### config.mk
export PLATFORM = sky130hd
export DESIGN_NAME = uart_tx_buffered
export DESIGN_NICKNAME = d
export VERILOG_FILES = /design/src/rtl/uart_tx_buffered_pkg.sv /design/src/rtl/uart_sync_fifo.sv /design/src/rtl/uart_tx_buffered.sv
export SDC_FILE = /design/constraint.sdc
export NUM_CORES = 1
export LEC_CHECK = 0
export ABC_AREA = 0
export BUFFER_PORTS_ARGS = -buffer_cell sky130_fd_sc_hd__buf_2
export CAP_MARGIN = 20
export CORE_ASPECT_RATIO = 0.6
export CORE_MARGIN = 1
export CORE_UTILIZATION = 27
export CTS_CLUSTER_SIZE = 30
export DETAILED_ROUTE_END_ITERATION = 8
export GPL_TIMING_DRIVEN = 0
export PLACE_DENSITY = 0.53
export REMOVE_ABC_BUFFERS = 1
export SYNTH_ARGS = -nofsm -noshare
export SYNTH_HDL_FRONTEND = slang
export SYNTH_SLANG_ARGS = --single-unit
### constraint.sdc
create_clock -name clk -period 4.4 [get_ports clk]
set_input_delay 0.88 -clock clk [delete_from_list [all_inputs] [get_ports clk]]
set_output_delay 0.88 -clock clk [all_outputs]
set_load 0.05 [all_outputs]
### src/rtl/uart_tx_buffered_pkg.sv
// rtl/uart_tx_buffered_pkg.sv - shared types and field positions for the buffered UART transmitter
//
// Purpose: serializer FSM states, parity-mode codes, and bit positions of
//          the write word (din) and status word (q).
// Ports:   none (package).

package uart_tx_buffered_pkg;

   typedef enum logic [2:0] {
      ST_IDLE   = 3'd0,
      ST_START  = 3'd1,
      ST_DATA   = 3'd2,
      ST_PARITY = 3'd3,
      ST_STOP   = 3'd4
   } state_e;

   // Parity-mode codes; 2'b00 and 2'b11 both mean no parity cell.
   localparam logic [1:0] PAR_EVEN = 2'b01;
   localparam logic [1:0] PAR_ODD  = 2'b10;

   // Write-word fields
   localparam int DIN_PUSH    = 8;
   localparam int DIN_CLEAR   = 9;
   localparam int DIN_PAR_LSB = 10;
   localparam int DIN_CFG_WR  = 12;

   // Status-word fields
   localparam int Q_EMPTY     = 0;
   localparam int Q_FULL      = 1;
   localparam int Q_BUSY      = 2;
   localparam int Q_DONE      = 3;
   localparam int Q_OVF       = 4;
   localparam int Q_PAR       = 5;
   localparam int Q_COUNT_LSB = 8;

   function automatic logic parity_enabled(input logic [1:0] mode);
      return (mode == PAR_EVEN) || (mode == PAR_ODD);
   endfunction

endpackage

### src/rtl/uart_sync_fifo.sv
// rtl/uart_sync_fifo.sv - synchronous FIFO feeding the UART serializer
//
// Purpose: DEPTH-entry FIFO (DEPTH a power of 2), pointers wrap modulo DEPTH.
//          A push while full is accepted only if a pop happens on the same edge.
// Ports:
//   clk_i    in   clock, rising edge
//   rst_i    in   asynchronous active-high reset
//   push_i   in   enqueue data_i
//   pop_i    in   dequeue head (ignored when empty)
//   data_i   in   WIDTH write data
//   data_o   out  WIDTH head entry
//   full_o   out  count == DEPTH
//   empty_o  out  count == 0
//   count_o  out  occupancy, $clog2(DEPTH)+1 bits

module uart_sync_fifo #(
   parameter int WIDTH = 8,
   parameter int DEPTH = 8
) (
   input  logic                     clk_i,
   input  logic                     rst_i,
   input  logic                     push_i,
   input  logic                     pop_i,
   input  logic [WIDTH-1:0]         data_i,
   output logic [WIDTH-1:0]         data_o,
   output logic                     full_o,
   output logic                     empty_o,
   output logic [$clog2(DEPTH):0]   count_o
);

   localparam int AW = $clog2(DEPTH);

   logic [WIDTH-1:0] mem_q [DEPTH];
   logic [AW-1:0]    wr_ptr_q, wr_ptr_d;
   logic [AW-1:0]    rd_ptr_q, rd_ptr_d;
   logic [AW:0]      count_q, count_d;
   logic             do_push, do_pop;

   assign empty_o = (count_q == '0);
   assign full_o  = (count_q == (AW+1)'(DEPTH));
   assign data_o  = mem_q[rd_ptr_q];
   assign count_o = count_q;

   assign do_pop  = pop_i & ~empty_o;
   // A pop on the same edge frees the slot a full FIFO needs for this push.
   assign do_push = push_i & (~full_o | do_pop);

   always_comb begin
      wr_ptr_d = wr_ptr_q;
      rd_ptr_d = rd_ptr_q;
      count_d  = count_q;
      if (do_push) wr_ptr_d = wr_ptr_q + AW'(1);
      if (do_pop)  rd_ptr_d = rd_ptr_q + AW'(1);
      case ({do_push, do_pop})
         2'b10:   count_d = count_q + (AW+1)'(1);
         2'b01:   count_d = count_q - (AW+1)'(1);
         default: count_d = count_q;
      endcase
   end

   always_ff @(posedge clk_i or posedge rst_i) begin
      if (rst_i) begin
         wr_ptr_q <= '0;
         rd_ptr_q <= '0;
         count_q  <= '0;
      end else begin
         wr_ptr_q <= wr_ptr_d;
         rd_ptr_q <= rd_ptr_d;
         count_q  <= count_d;
      end
   end

   always_ff @(posedge clk_i) begin
      if (do_push) mem_q[wr_ptr_q] <= data_i;
   end

endmodule

### src/rtl/uart_tx_buffered.sv
// rtl/uart_tx_buffered.sv - FIFO-buffered UART transmitter with status word
//
// Purpose: register decode of the write word, sticky flags, TX FIFO and
//          start/data/[parity]/stop serializer.
// Ports:
//   clk        in   system clock, rising edge
//   reset      in   asynchronous active-high reset
//   we         in   write strobe for din
//   din        in   32-bit write word (byte, push, clear, cfg_wr, parity)
//   q          out  32-bit status (empty, full, busy, stickies, parity, count)
//   tx_serial  out  serial line, idle high, registered
//   tx_done    out  one-cycle pulse after the last stop cell

module uart_tx_buffered
   import uart_tx_buffered_pkg::*;
#(
   parameter int CLKS_PER_BIT = 87,
   parameter int DATA_BITS    = 8,
   parameter int FIFO_DEPTH   = 8,
   parameter int STOP_BITS    = 1
) (
   input  logic        clk,
   input  logic        reset,
   input  logic        we,
   input  logic [31:0] din,
   output logic [31:0] q,
   output logic        tx_serial,
   output logic        tx_done
);

   localparam int TIMER_W = $clog2(CLKS_PER_BIT);
   localparam int BIT_W   = $clog2(DATA_BITS);
   localparam int CNT_W   = $clog2(FIFO_DEPTH) + 1;

   logic                 push, clear, cfg_wr;
   logic                 fifo_pop, fifo_full, fifo_empty;
   logic [DATA_BITS-1:0] fifo_dout;
   logic [CNT_W-1:0]     fifo_count;
   logic                 timer_wrap, done_pulse;
   logic                 unused_din;

   logic [1:0]           cfg_q, cfg_d;
   logic                 done_sticky_q, done_sticky_d;
   logic                 ovf_q, ovf_d;
   state_e               state_q, state_d;
   logic [TIMER_W-1:0]   timer_q, timer_d;
   logic [BIT_W-1:0]     bit_q, bit_d;
   logic                 stop_q, stop_d;
   logic [DATA_BITS-1:0] shift_q, shift_d;
   logic                 par_en_q, par_en_d;
   logic                 par_bit_q, par_bit_d;
   logic                 tx_q, tx_d;
   logic                 tx_done_q;

   assign push   = we & din[DIN_PUSH];
   assign clear  = we & din[DIN_CLEAR];
   assign cfg_wr = we & din[DIN_CFG_WR];
   assign unused_din = ^din;

   uart_sync_fifo #(
      .WIDTH (DATA_BITS),
      .DEPTH (FIFO_DEPTH)
   ) u_fifo (
      .clk_i   (clk),
      .rst_i   (reset),
      .push_i  (push),
      .pop_i   (fifo_pop),
      .data_i  (din[DATA_BITS-1:0]),
      .data_o  (fifo_dout),
      .full_o  (fifo_full),
      .empty_o (fifo_empty),
      .count_o (fifo_count)
   );

   // Register side: config and sticky flags; a same-edge set beats clear.
   always_comb begin
      cfg_d         = cfg_wr ? din[DIN_PAR_LSB +: 2] : cfg_q;
      done_sticky_d = done_sticky_q;
      ovf_d         = ovf_q;
      if (clear) begin
         done_sticky_d = 1'b0;
         ovf_d         = 1'b0;
      end
      if (done_pulse) done_sticky_d = 1'b1;
      if (push & fifo_full & ~fifo_pop) ovf_d = 1'b1;
   end

   assign timer_wrap = (timer_q == TIMER_W'(CLKS_PER_BIT - 1));

   always_comb begin
      state_d    = state_q;
      timer_d    = timer_q;
      bit_d      = bit_q;
      stop_d     = stop_q;
      shift_d    = shift_q;
      par_en_d   = par_en_q;
      par_bit_d  = par_bit_q;
      tx_d       = tx_q;
      done_pulse = 1'b0;
      fifo_pop   = 1'b0;
      case (state_q)
         ST_IDLE: begin
            tx_d = 1'b1;
            if (!fifo_empty) begin
               // Parity mode and parity bit are frozen here so a config
               // write mid-frame only affects later frames.
               fifo_pop  = 1'b1;
               shift_d   = fifo_dout;
               par_en_d  = parity_enabled(cfg_q);
               par_bit_d = (cfg_q == PAR_ODD) ? ~^fifo_dout : ^fifo_dout;
               tx_d      = 1'b0;
               timer_d   = '0;
               state_d   = ST_START;
            end
         end
         ST_START: begin
            timer_d = timer_q + TIMER_W'(1);
            if (timer_wrap) begin
               timer_d = '0;
               bit_d   = '0;
               tx_d    = shift_q[0];
               state_d = ST_DATA;
            end
         end
         ST_DATA: begin
            timer_d = timer_q + TIMER_W'(1);
            if (timer_wrap) begin
               timer_d = '0;
               if (bit_q == BIT_W'(DATA_BITS - 1)) begin
                  stop_d = 1'b0;
                  if (par_en_q) begin
                     tx_d    = par_bit_q;
                     state_d = ST_PARITY;
                  end else begin
                     tx_d    = 1'b1;
                     state_d = ST_STOP;
                  end
               end else begin
                  // tx takes bit 1 now because bit 0 was the cell just sent.
                  bit_d   = bit_q + BIT_W'(1);
                  shift_d = shift_q >> 1;
                  tx_d    = shift_q[1];
               end
            end
         end
         ST_PARITY: begin
            timer_d = timer_q + TIMER_W'(1);
            if (timer_wrap) begin
               timer_d = '0;
               stop_d  = 1'b0;
               tx_d    = 1'b1;
               state_d = ST_STOP;
            end
         end
         ST_STOP: begin
            timer_d = timer_q + TIMER_W'(1);
            tx_d    = 1'b1;
            if (timer_wrap) begin
               timer_d = '0;
               if (stop_q == 1'(STOP_BITS - 1)) begin
                  done_pulse = 1'b1;
                  state_d    = ST_IDLE;
               end else begin
                  stop_d = 1'b1;
               end
            end
         end
         default: begin
            tx_d    = 1'b1;
            state_d = ST_IDLE;
         end
      endcase
   end

   always_ff @(posedge clk or posedge reset) begin
      if (reset) begin
         cfg_q         <= 2'b00;
         done_sticky_q <= 1'b0;
         ovf_q         <= 1'b0;
         state_q       <= ST_IDLE;
         timer_q       <= '0;
         bit_q         <= '0;
         stop_q        <= 1'b0;
         shift_q       <= '0;
         par_en_q      <= 1'b0;
         par_bit_q     <= 1'b0;
         tx_q          <= 1'b1;
         tx_done_q     <= 1'b0;
      end else begin
         cfg_q         <= cfg_d;
         done_sticky_q <= done_sticky_d;
         ovf_q         <= ovf_d;
         state_q       <= state_d;
         timer_q       <= timer_d;
         bit_q         <= bit_d;
         stop_q        <= stop_d;
         shift_q       <= shift_d;
         par_en_q      <= par_en_d;
         par_bit_q     <= par_bit_d;
         tx_q          <= tx_d;
         tx_done_q     <= done_pulse;
      end
   end

   assign tx_serial = tx_q;
   assign tx_done   = tx_done_q;

   always_comb begin
      q                         = '0;
      q[Q_EMPTY]                = fifo_empty;
      q[Q_FULL]                 = fifo_full;
      q[Q_BUSY]                 = (state_q != ST_IDLE);
      q[Q_DONE]                 = done_sticky_q;
      q[Q_OVF]                  = ovf_q;
      q[Q_PAR]                  = parity_enabled(cfg_q);
      q[Q_COUNT_LSB +: CNT_W]   = fifo_count;
   end

endmodule
==> flow_summary.toml, run 1 <==
[outcome]
status = "complete, no violations"

[synthesis]
syn_area_mm2 = 0.00477
synthFlopType = "edfxtp_1"
yosysTopAreaCellShare_pct = 40.3
postSynthAreaPerCell_um2 = 14.1
ys_seq_elements = 103
synth_top_area_cell = "edfxtp_1"
yosysUniqueCellTypes = 47
synth_area_leaders = "edfxtp_1 40%, dfrtp_1 20%, mux4_2 7.1%, buf_4 4.1%, mux2_2 3.1%"
synth_warnings = 0
yosysSeqAreaShare_pct = 60.7
async_reset_ff_share_pct = 37.9
syn_inst = 339
synth_edf_count = 64

[timing]
fin_crit_ns = 3.03
slew_viol_final = 0
rsz0062_at_grt = "no"
setup_viol = 0
fin_crit_sh_pct = 68.8
fin_setup_tns_ns = 0
worst_pin_slew_ns = 0.973
fin_skew_ns = 0.00620
hold_viol = 0
relSlewSlack_pct = 34.9
whs_ns = 0.481
max_freq_ghz = 0.330

[setup_path]
path_buf_inv = 1
cp-end-kind = "flop"
critPathTopFamily = "simple AND/OR/NAND/NOR gates"
required_ns = 4.63
cp.arrival_ns = 3.26
crit_chain = "nor3_1 > clkinv_1 > nor2_1 > nand2_1 > xnor2_1 > ha_1 > nor2_1 > a32oi_1 > xnor2_1"
critical_path.startpoint_type = "flop"
worstSetupPathType = "reg -> reg"
max_stage_delay_ns = 0.73
critPathMaxFanout = 12
cp_slowest_cell = "nor2_1"

[global_route]
gr-total-overflow = 0
grt_pass1_vias = 2585
grt_use_total_pct = 10.6
grt_max_degree = 40
antenna_found_initial = 0
grt_pass1_wl_um = 14600

[clock_tree]
cts_made_buffers = 9
clock-sinks = 103
ctsHoldBuffers = 0
cts.reportedPaths.clkPinSlew_ns = 0.07
insertion_delay_ns = 0.35
post_cts_buffers = 0
ctsLongestPathBuffers = 2
cts_max_level = 3
clockRootBuffer = "clkbuf_16"
cts-resized-gates = 0
cts_tree = "done"

[floorplanning]
rows = 37
initial_core_util_pct = 27.7
dieHeight_um = 105
core_area_mm2 = 0.0172
die_area_mm2 = 0.0182
ioPinCount = 69
dieWidth_um = 174

[power_and_ir_drop]
power_frac_comb_pct = 37.1
intPower_mw = 2.33
power.density_mw_per_mm2 = 658
seqPwrFrac_pct = 40.0
swShare_pct = 34.4
clkPwrFrac_pct = 22.9
ir_drop_mv = 0.316
p_total_mw = 3.55
power.switching_mw = 1.22
power_leakage_nw = 2.05

[detailed_routing]
route.detailed.drc = 0
num_vias = 2663
antenna_left = 0
drt_iter0_drc = 232
via_per_inst = 4.42
drt_wl_total_um = 9170
drt-pass1-iter-count = 5
wl_per_cell_um = 15.2

[place]
portBuffers = 27
dp_hpwl_um = 6370
gp_congestion = 0.732
place_inst = 585
placed_area_mm2 = 0.00508

[final_layout]
area_growth_pct = 12.9
fillers = 1742
fin_area_mm2 = 0.00539
drive_gt1_share_pct = 22.6
nNetsFinal = 406
n_antenna_cell = 0
fin_cells = 602

[run]
cap_viol_max_count = 0

[worst_hold_path]
hold_path_class = "reg -> reg"
==> per-layer routing <==
metal / track usage (%) / vias to the layer above / part of all wire [%]
met2: 14.7 / 50 / 43
met4: 3.01 / 0 / 1.0
li1: - / 1245 / -
met3: 3.35 / 8 / 4.1
met5: 0 / - / 0
met1: 15.5 / 1360 / 52
==> flip-flops by register name (all words and copies together), names as in the netlist, 2 cells and up <==
| register | flops |
|---|---|
| u_fifo.mem_q | 64 |
| bit_q | 3 |
| cfg_q | 2 |
| u_fifo.rd_ptr_q | 3 |
| shift_q | 8 |
| timer_q | 7 |
| u_fifo.wr_ptr_q | 3 |
| u_fifo.count_o | 4 |
| state_q | 3 |
==> cells by family (layout without fill, tap and decap cells) <==
group	after synthesis	after routing	synth area share, %
DFF	103	103	60.7
and+or+nand+nor	80	80	7.94
buffers and inverters	51	59	6.50
AOI/OAI and AO/OA	44	44	5.66
muxes	40	40	13.6
xor gates and xnor gates	12	12	3.36
adders and majority gates	8	8	2.10
other	1	22	0.0786
==> layout make-up <==
class | instances | area [µm²] | share of cell area [%]
Clock buffer | 9 | 225 | 4.18
Clock inverter | 7 | 78.8 | 1.46
Inverter | 13 | 48.8 | 0.906
Multi-Input combinational cell | 206 | 1670 | 31.0
Sequential cell | 103 | 2900 | 53.8
Tap cell | 234 | 293 | 5.43
Timing Repair Buffer | 30 | 175 | 3.25
==> worst paths after layout <==
kind | startpoint | end | slack [ns] | cells after the start
max in group asynchronous | reset | timer_q[0] | 3.16 | 2
setup reg to reg | state_q[1] | u_fifo.count_o[2] | 1.37 | 9
setup / recovery | state_q[1] | u_fifo.count_o[2] | 1.37 | 9
min in group asynchronous | reset | u_fifo.count_o[1] | 0.70 | 2
hold reg to reg | par_bit_q | par_bit_q | 0.48 | 1
hold / removal | par_bit_q | par_bit_q | 0.48 | 1
==> cell usage in the layout, fill, tap and decap left out, types with 3 or more instances in the layout <==
master,count
edfxtp_1,64
dfrtp_1,38
buf_2,28
nand2_1,26
o21ai_0,25
conb_1,22
nor2_1,18
mux4_2,15
mux2_2,13
inv_1,11
clkbuf_16,9
mux2i_1,8
ha_1,8
nand3_1,7
xnor2_1,7
nor3_1,6
nand2b_1,6
a21oi_1,4
xnor3_1,4
nor3_2,4
nor2b_1,3
o31ai_1,3
a21o_1,3
inv_6,3
==> power by group through the flow <==
stage | registers (mW) | clock network (mW) | logic (mW)
6_report | 1.42 | 0.814 | 1.31
5_1_grt | 1.45 | 0.861 | 1.44
4_1_cts | 1.42 | 0.830 | 1.33
3_5_place_dp | 1.44 | 0 | 1.33
3_3_place_gp | 1.45 | 0 | 1.24
2_1_floorplan | 1.45 | 0 | 0.965
==> stage by stage <==
stage | setup WS [ns] | util, %
floorplan | 0.685 | -
global placement | 0.588 | 29.1
detailed placement | 1.36 | 29.5
CTS | 1.35 | 31.3
global route | 1.07 | 31.3
finish | 1.37 | 31.3
==> worst reg2reg max path, cell delays in order, from the launching register on <==
cell	delay, ns
dfrtp_1	0.49
nor3_1	0.40
clkinv_1	0.37
nor2_1	0.74
nand2_1	0.16
xnor2_1	0.17
ha_1	0.19
nor2_1	0.09
a32oi_1	0.12
xnor2_1	0.18
==> cell usage after synthesis (all sizes together), types with 2 or more instances <==
| master | count |
|---|---|
| edfxtp | 64 |
| dfrtp | 38 |
| buf | 33 |
| nand2 | 26 |
| o21ai | 25 |
| nor2 | 18 |
| mux4 | 17 |
| mux2 | 14 |
| inv | 12 |
| nor3 | 10 |
| mux2i | 9 |
| ha | 8 |
| nand3 | 7 |
| xnor2 | 7 |
| nand2b | 6 |
| clkbuf | 5 |
| a21oi | 4 |
| xnor3 | 4 |
| a21o | 3 |
| nor2b | 3 |
| o31ai | 3 |
| and3 | 2 |
| nor4b | 2 |
Power figures use the tool's default switching activity.
==> inputs of run 2 (changes only) <==
--- a/config.mk
+++ b/config.mk
@@ -5,7 +5,7 @@
 export SDC_FILE = /design/constraint.sdc
 export NUM_CORES = 1
 export LEC_CHECK = 0
-export ABC_AREA = 0
+export ABC_AREA = 1
 export BUFFER_PORTS_ARGS = -buffer_cell sky130_fd_sc_hd__buf_2
 export CAP_MARGIN = 20
 export CORE_ASPECT_RATIO = 0.6
@@ -14,7 +14,7 @@
 export CTS_CLUSTER_SIZE = 30
 export DETAILED_ROUTE_END_ITERATION = 8
 export GPL_TIMING_DRIVEN = 0
-export PLACE_DENSITY = 0.53
+export PLACE_DENSITY = 0.54
 export REMOVE_ABC_BUFFERS = 1
 export SYNTH_ARGS = -nofsm -noshare
 export SYNTH_HDL_FRONTEND = slang
==> constraint.sdc (replaced) <==
create_clock -name clk -period 2.7 [get_ports clk]
set_input_delay 0.54 -clock clk [delete_from_list [all_inputs] [get_ports clk]]
set_output_delay 0.54 -clock clk [all_outputs]
set_load 0.05 [all_outputs]
==> flow_summary.toml, run 2 <==
[outcome]
status = "complete, no violations"

[final_layout]
final_cell_mix = "168 x nand2_1, 87 x inv_1, 64 x edfxtp_1"
largest_reg_flops = 64
drive_gt1_share_pct = 12.9
top_register = "u_fifo.mem_q"
area_growth_pct = 10.6
fin_util_pct = 30.6
fin_cells = 858
nNetsFinal = 650
n_antenna_cell = 0
final_common_cell = "nand2_1"
fin_area_mm2 = 0.00581
top_regs = "u_fifo.mem_q x64, shift_q x8, timer_q x7"

[place]
gp_congestion = 0.773
place_inst = 841
placed_area_mm2 = 0.00549
portBuffers = 27
dp_hpwl_um = 7830

[power_and_ir_drop]
seqPwrFrac_pct = 49.0
intPower_mw = 2.62
p_total_mw = 3.86
power.density_mw_per_mm2 = 664
ir_drop_mv = 0.436
power_frac_comb_pct = 17.1
power_leakage_nw = 2.74
power.switching_mw = 1.24
clkPwrFrac_pct = 34.0
swShare_pct = 32.1

[timing]
rsz0062_at_grt = "no"
worst_pin_slew_ns = 1.06
fin_crit_sh_pct = 90.4
relSlewSlack_pct = 28.8
fin_crit_ns = 2.44
setup_viol = 0
slew_viol_final = 0
hold_viol = 0
max_freq_ghz = 0.410
fin_skew_ns = 0.0149

[setup_path]
required_ns = 2.67
r2r_cells = 7
cp-end-kind = "flop"
critPathMaxFanout = 8
critical_path.startpoint_type = "flop"
r2r-start = "state_q[0]"
max_stage_delay_ns = 0.82
crit_chain = "inv_2 > nand2_2 > nor2_4 > inv_2 > a21oi_2 > nand2_1 > nor2_1"
path_common_cell = "inv_2"
cp_slowest_cell = "nor2_1"
r2r-end = "u_fifo.mem_q[3][2]"
worstSetupPathType = "reg -> reg"
r2r_setup_slack_ns = 0.26
cp.arrival_ns = 2.41

[clock_tree]
clockRootBuffer = "clkbuf_16"
cts_tree = "done"
insertion_delay_ns = 0.36
ctsLongestPathBuffers = 2
cts_made_buffers = 9
cts_max_level = 3
clock-sinks = 103
ctsHoldBuffers = 0
cts.reportedPaths.clkPinSlew_ns = 0.08

[detailed_routing]
drt_iter0_drc = 229
drt_wl_total_um = 11300
drt-pass1-iter-count = 5
num_vias = 3563
antenna_left = 0
wl_per_cell_um = 13.2
via_per_inst = 4.15
route.detailed.drc = 0

[synthesis]
async_reset_ff_share_pct = 37.9
syn_inst = 586
synth_area_leaders = "edfxtp_1 37%, dfrtp_1 18%, nand2_1 12%, inv_1 6.3%, buf_4 4.4%"
netlist_top_cells_count = "168 x nand2_1, 88 x inv_1, 64 x edfxtp_1"
syn_area_mm2 = 0.00526
synth_warnings = 0
synth.most_common_cell = "nand2_1"
yosysSeqAreaShare_pct = 55.2
synth_top_area_cell = "edfxtp_1"
yosysTopAreaCellShare_pct = 36.6
postSynthAreaPerCell_um2 = 8.97
synthFlopType = "edfxtp_1"
synth_edf_count = 64
yosysUniqueCellTypes = 36
ys_seq_elements = 103

[run]
cap_viol_max_count = 0

[floorplanning]
ioPinCount = 69
dieHeight_um = 110
core_area_mm2 = 0.0190
dieWidth_um = 182
initial_core_util_pct = 27.6
die_area_mm2 = 0.0200
rows = 39

[global_route]
grt_pass1_vias = 3382
gr-total-overflow = 0
grt_max_degree = 40
antenna_found_initial = 0
grt_pass1_wl_um = 18200
grt_use_total_pct = 11.9

[worst_hold_path]
hold_path_class = "in -> async"
-- run 2: changes by cell type in the layout (fill, tap and decap cells not counted), sizes merged, moves of 10 or more --
cell,change
o21ai,+16
nand2,+147
mux4,-17
a21oi,+10
inv,+85
mux2,-13
nand3,+37
nor2,+23
-- run 2: kinds of logic (layout without fill, tap and decap cells) --
| group | Yosys count | in the layout | share of synthesized area [%] |
|---|---|---|---|
| buffers and inverters | 137 | 142 | 13.0 |
| AO/OA/AOI/OAI | 67 | 67 | 7.24 |
| multiplexers | 1 | 1 | 0.214 |
| flip-flops | 103 | 103 | 55.2 |
| XOR/XNOR | 7 | 7 | 1.17 |
| adder cells (fa/ha/maj) | 8 | 8 | 1.90 |
| other | 1 | 22 | 0.0713 |
| AND/OR/NAND/NOR | 262 | 262 | 21.2 |
-- run 2: what timing repair did --
item | in CTS | in global routing
endpoints found under the setup margin | 6 | 25
setup buffers | 0 | 0
gates resized for setup | 1 | 4
-- run 2: power groups by stage --
| stage | clock network (mW) | logic, mW | registers, mW |
|---|---|---|---|
| 3_3_place_gp | 0 | 0.642 | 1.92 |
| 6_report | 1.31 | 0.659 | 1.89 |
| 5_1_grt | 1.41 | 0.727 | 1.91 |
| 2_1_floorplan | 0 | 0.379 | 2.02 |
| 4_1_cts | 1.35 | 0.653 | 1.89 |
| 3_5_place_dp | 0 | 0.650 | 1.92 |
-- run 2: routing by layer --
metal	wire length, µm	global-route usage, %	vias up
li1	-	-	1859
met1	6460	18.8	1621
met2	4200	15.9	77
met3	608	2.96	6
met4	56	2.70	0
met5	0	0	-
-- run 2: worst max-delay path by stage --
| stage | start | end | slack (ns) | cells past startpoint |
|---|---|---|---|---|
| 2_1_floorplan | u_fifo.count_o[0] | u_fifo.mem_q[4][0] | 0.15 | 7 |
| 3_3_place_gp | u_fifo.rd_ptr_q[0] | par_bit_q | -0.26 | 15 |
| 3_5_place_dp | state_q[0] | u_fifo.mem_q[4][1] | 0.005 | 8 |
| 4_1_cts | state_q[0] | u_fifo.mem_q[0][4] | 0.01 | 8 |
| 5_1_grt | state_q[0] | u_fifo.mem_q[3][1] | 0.06 | 7 |
| 6_report | state_q[0] | u_fifo.mem_q[3][2] | 0.26 | 7 |
-- run 2: area by class of cell --
cell class	instances	area, µm²
flip-flops and latches	103	2900
multi-input cells	367	1760
fillers	2007	13200
repair buffers	29	174
clock inverters	7	76.3
clock buffers	9	225
inverters	97	369
well taps	246	308
-- run 2: metrics by stage --
step / TNS (ns) / worst slack, ns / hold WS, ns
2_1_floorplan: 0 / 0.145 / 0.439
3_3_place_gp: -0.264 / -0.264 / 0.462
3_5_place_dp: 0 / 0.00504 / 0.463
4_1_cts: 0 / 0.00986 / 0.376
5_1_grt: 0 / 0.0619 / 0.407
6_report: 0 / 0.259 / 0.337
-- run 2: critical path: cells and delay by family, from the launching register on --
| kind | cells | cell delay [ns] |
|---|---|---|
| flip-flops | 1 | 0.42 |
| buffers and inverters | 2 | 0.19 |
| AND/OR/NAND/NOR | 4 | 1.18 |
| AO/OA/AOI/OAI | 1 | 0.26 |
==> inputs of run 3 (changes only) <==
--- a/config.mk
+++ b/config.mk
@@ -5,7 +5,6 @@
 export SDC_FILE = /design/constraint.sdc
 export NUM_CORES = 1
 export LEC_CHECK = 0
-export ABC_AREA = 1
 export BUFFER_PORTS_ARGS = -buffer_cell sky130_fd_sc_hd__buf_2
 export CAP_MARGIN = 20
 export CORE_ASPECT_RATIO = 0.6
==> flow_summary.toml, run 3 (synthesis gave the netlist of run 1 again) <==
[outcome]
status = "complete, no violations"

[clock_tree]
insertion_delay_ns = 0.34
clock-sinks = 103
cts_made_buffers = 9
cts.reportedPaths.clkPinSlew_ns = 0.07
clockRootBuffer = "clkbuf_16"
cts_tree = "done"
cts_max_level = 3
ctsHoldBuffers = 0
ctsLongestPathBuffers = 2

[floorplanning]
rows = 37
ioPinCount = 69
initial_core_util_pct = 27.7
dieWidth_um = 174
dieHeight_um = 105
die_area_mm2 = 0.0182
core_area_mm2 = 0.0172

[final_layout]
final_cell_mix = "64 x edfxtp_1, 36 x dfrtp_1, 27 x buf_2"
final_common_cell = "edfxtp_1"
top_register = "u_fifo.mem_q"
area_growth_pct = 15.2
nNetsFinal = 411
largest_reg_flops = 64
top_regs = "u_fifo.mem_q x64, shift_q x8, timer_q x7"
n_antenna_cell = 0
fin_cells = 607
drive_gt1_share_pct = 26.0
fillers = 1692

[setup_path]
max_stage_delay_ns = 0.58
critPathMaxFanout = 14
required_ns = 2.92
path_buf_inv = 0
worstSetupPathType = "reg -> reg"
critPathTopFamily = "multiplexers"
crit_chain = "mux4_2 > mux2i_2 > xnor3_1 > xnor3_1 > mux2_1"
r2r_setup_slack_ns = 0.06
cp.arrival_ns = 2.87
critical_path.startpoint_type = "flop"
cp-end-kind = "flop"
path_common_cell = "xnor3_1"
cp_slowest_cell = "dfrtp_4"
r2r_cells = 5
cp.depth = 5

[power_and_ir_drop]
power_leakage_nw = 2.09
power.density_mw_per_mm2 = 1070
ir_drop_mv = 0.530
p_total_mw = 5.87

[timing]
slew_viol_final = 0
whs_ns = 0.358
worst_pin_slew_ns = 1.03
fin_crit_ns = 2.64
hold_viol = 0
max_freq_ghz = 0.378
rsz0062_at_grt = "yes"
setup_viol = 0
relSlewSlack_pct = 30.1
fin_skew_ns = 0.00690
fin_crit_sh_pct = 97.9
fin_setup_tns_ns = 0

[detailed_routing]
drt_wl_total_um = 9310
via_per_inst = 4.44
route.detailed.drc = 0
wl_per_cell_um = 15.3
drt_iter0_drc = 200
num_vias = 2694
drt-pass1-iter-count = 4
antenna_left = 0

[run]
cap_viol_max_count = 0

[global_route]
grt_pass1_vias = 2639
grt_use_total_pct = 10.9
antenna_found_initial = 0
gr-total-overflow = 0
grt_pass1_wl_um = 14800
grt_max_degree = 40

[worst_hold_path]
hold_path_class = "in -> async"

[place]
place_inst = 584
dp_hpwl_um = 6430
portBuffers = 27
gp_congestion = 0.758
## run 3: cell types whose count changed in the layout (fill, tap and decap cells not counted), moves of 9 or more
cell,change
a21oi_1,-9
inv_1,-76
mux2_2,+12
mux4_2,+15
nand2_1,-142
nand3_1,-34
nor2_1,-17
o21ai_0,-9
## run 3: where the power goes
group	switching [mW]	internal, mW	total (mW)	leakage, nW
combinational	1.08	1.13	2.21	0.876
clock	0.577	0.730	1.31	0.146
sequential	0.390	1.96	2.35	1.07
## run 3: final cells by class
| type | count | area [µm²] | area share, % |
|---|---|---|---|
| flip-flops and latches | 103 | 2900 | 52.8 |
| clock inverters | 7 | 78.8 | 1.43 |
| repair buffers | 35 | 208 | 3.78 |
| well taps | 234 | 293 | 5.33 |
| multi-input cells | 206 | 1740 | 31.6 |
| inverters | 13 | 50.0 | 0.910 |
| clock buffers | 9 | 225 | 4.10 |
## run 3: worst register-to-register path: stages, from the launching register on
cell	delay [ns]
dfrtp_4	0.58
mux4_2	0.57
mux2i_2	0.24
xnor3_1	0.49
xnor3_1	0.36
mux2_1	0.29
## run 3: final timing paths
kind / to / startpoint
setup / recovery: par_bit_q / u_fifo.rd_ptr_q[0]
setup reg to reg: par_bit_q / u_fifo.rd_ptr_q[0]
hold / removal: done_sticky_q / reset
max in group asynchronous: u_fifo.rd_ptr_q[0] / reset
hold reg to reg: par_bit_q / par_bit_q
min in group clk: cfg_q[1] / din[11]
## run 3: through the flow
stage,setup WS (ns),cell area [µm²],util (%)
6_report,0.0570,5500,31.9
5_1_grt,-0.0332,5500,31.9
4_1_cts,-0.0793,5460,31.7
3_5_place_dp,-0.643,5050,29.3
3_3_place_gp,-1.02,5020,29.1
2_1_floorplan,-1.02,4590,-
## run 3: repair_timing
| item | CTS | global route |
|---|---|---|
| gates resized for setup | 18 | 1 |
| setup buffers | 2 | 5 |
| pin swaps | 1 | 0 |
| endpoints found under the setup margin | 67 | 58 |
## run 3: routing by layer
layer	wire length [µm]	GRT usage (%)	share of wire (%)	up-vias
met4	60	3.38	0.64	0
met5	0	0	0	-
met1	4660	15.7	50	1375
met2	4150	15.9	45	52
met3	436	3.02	4.7	4
li1	-	-	-	1263
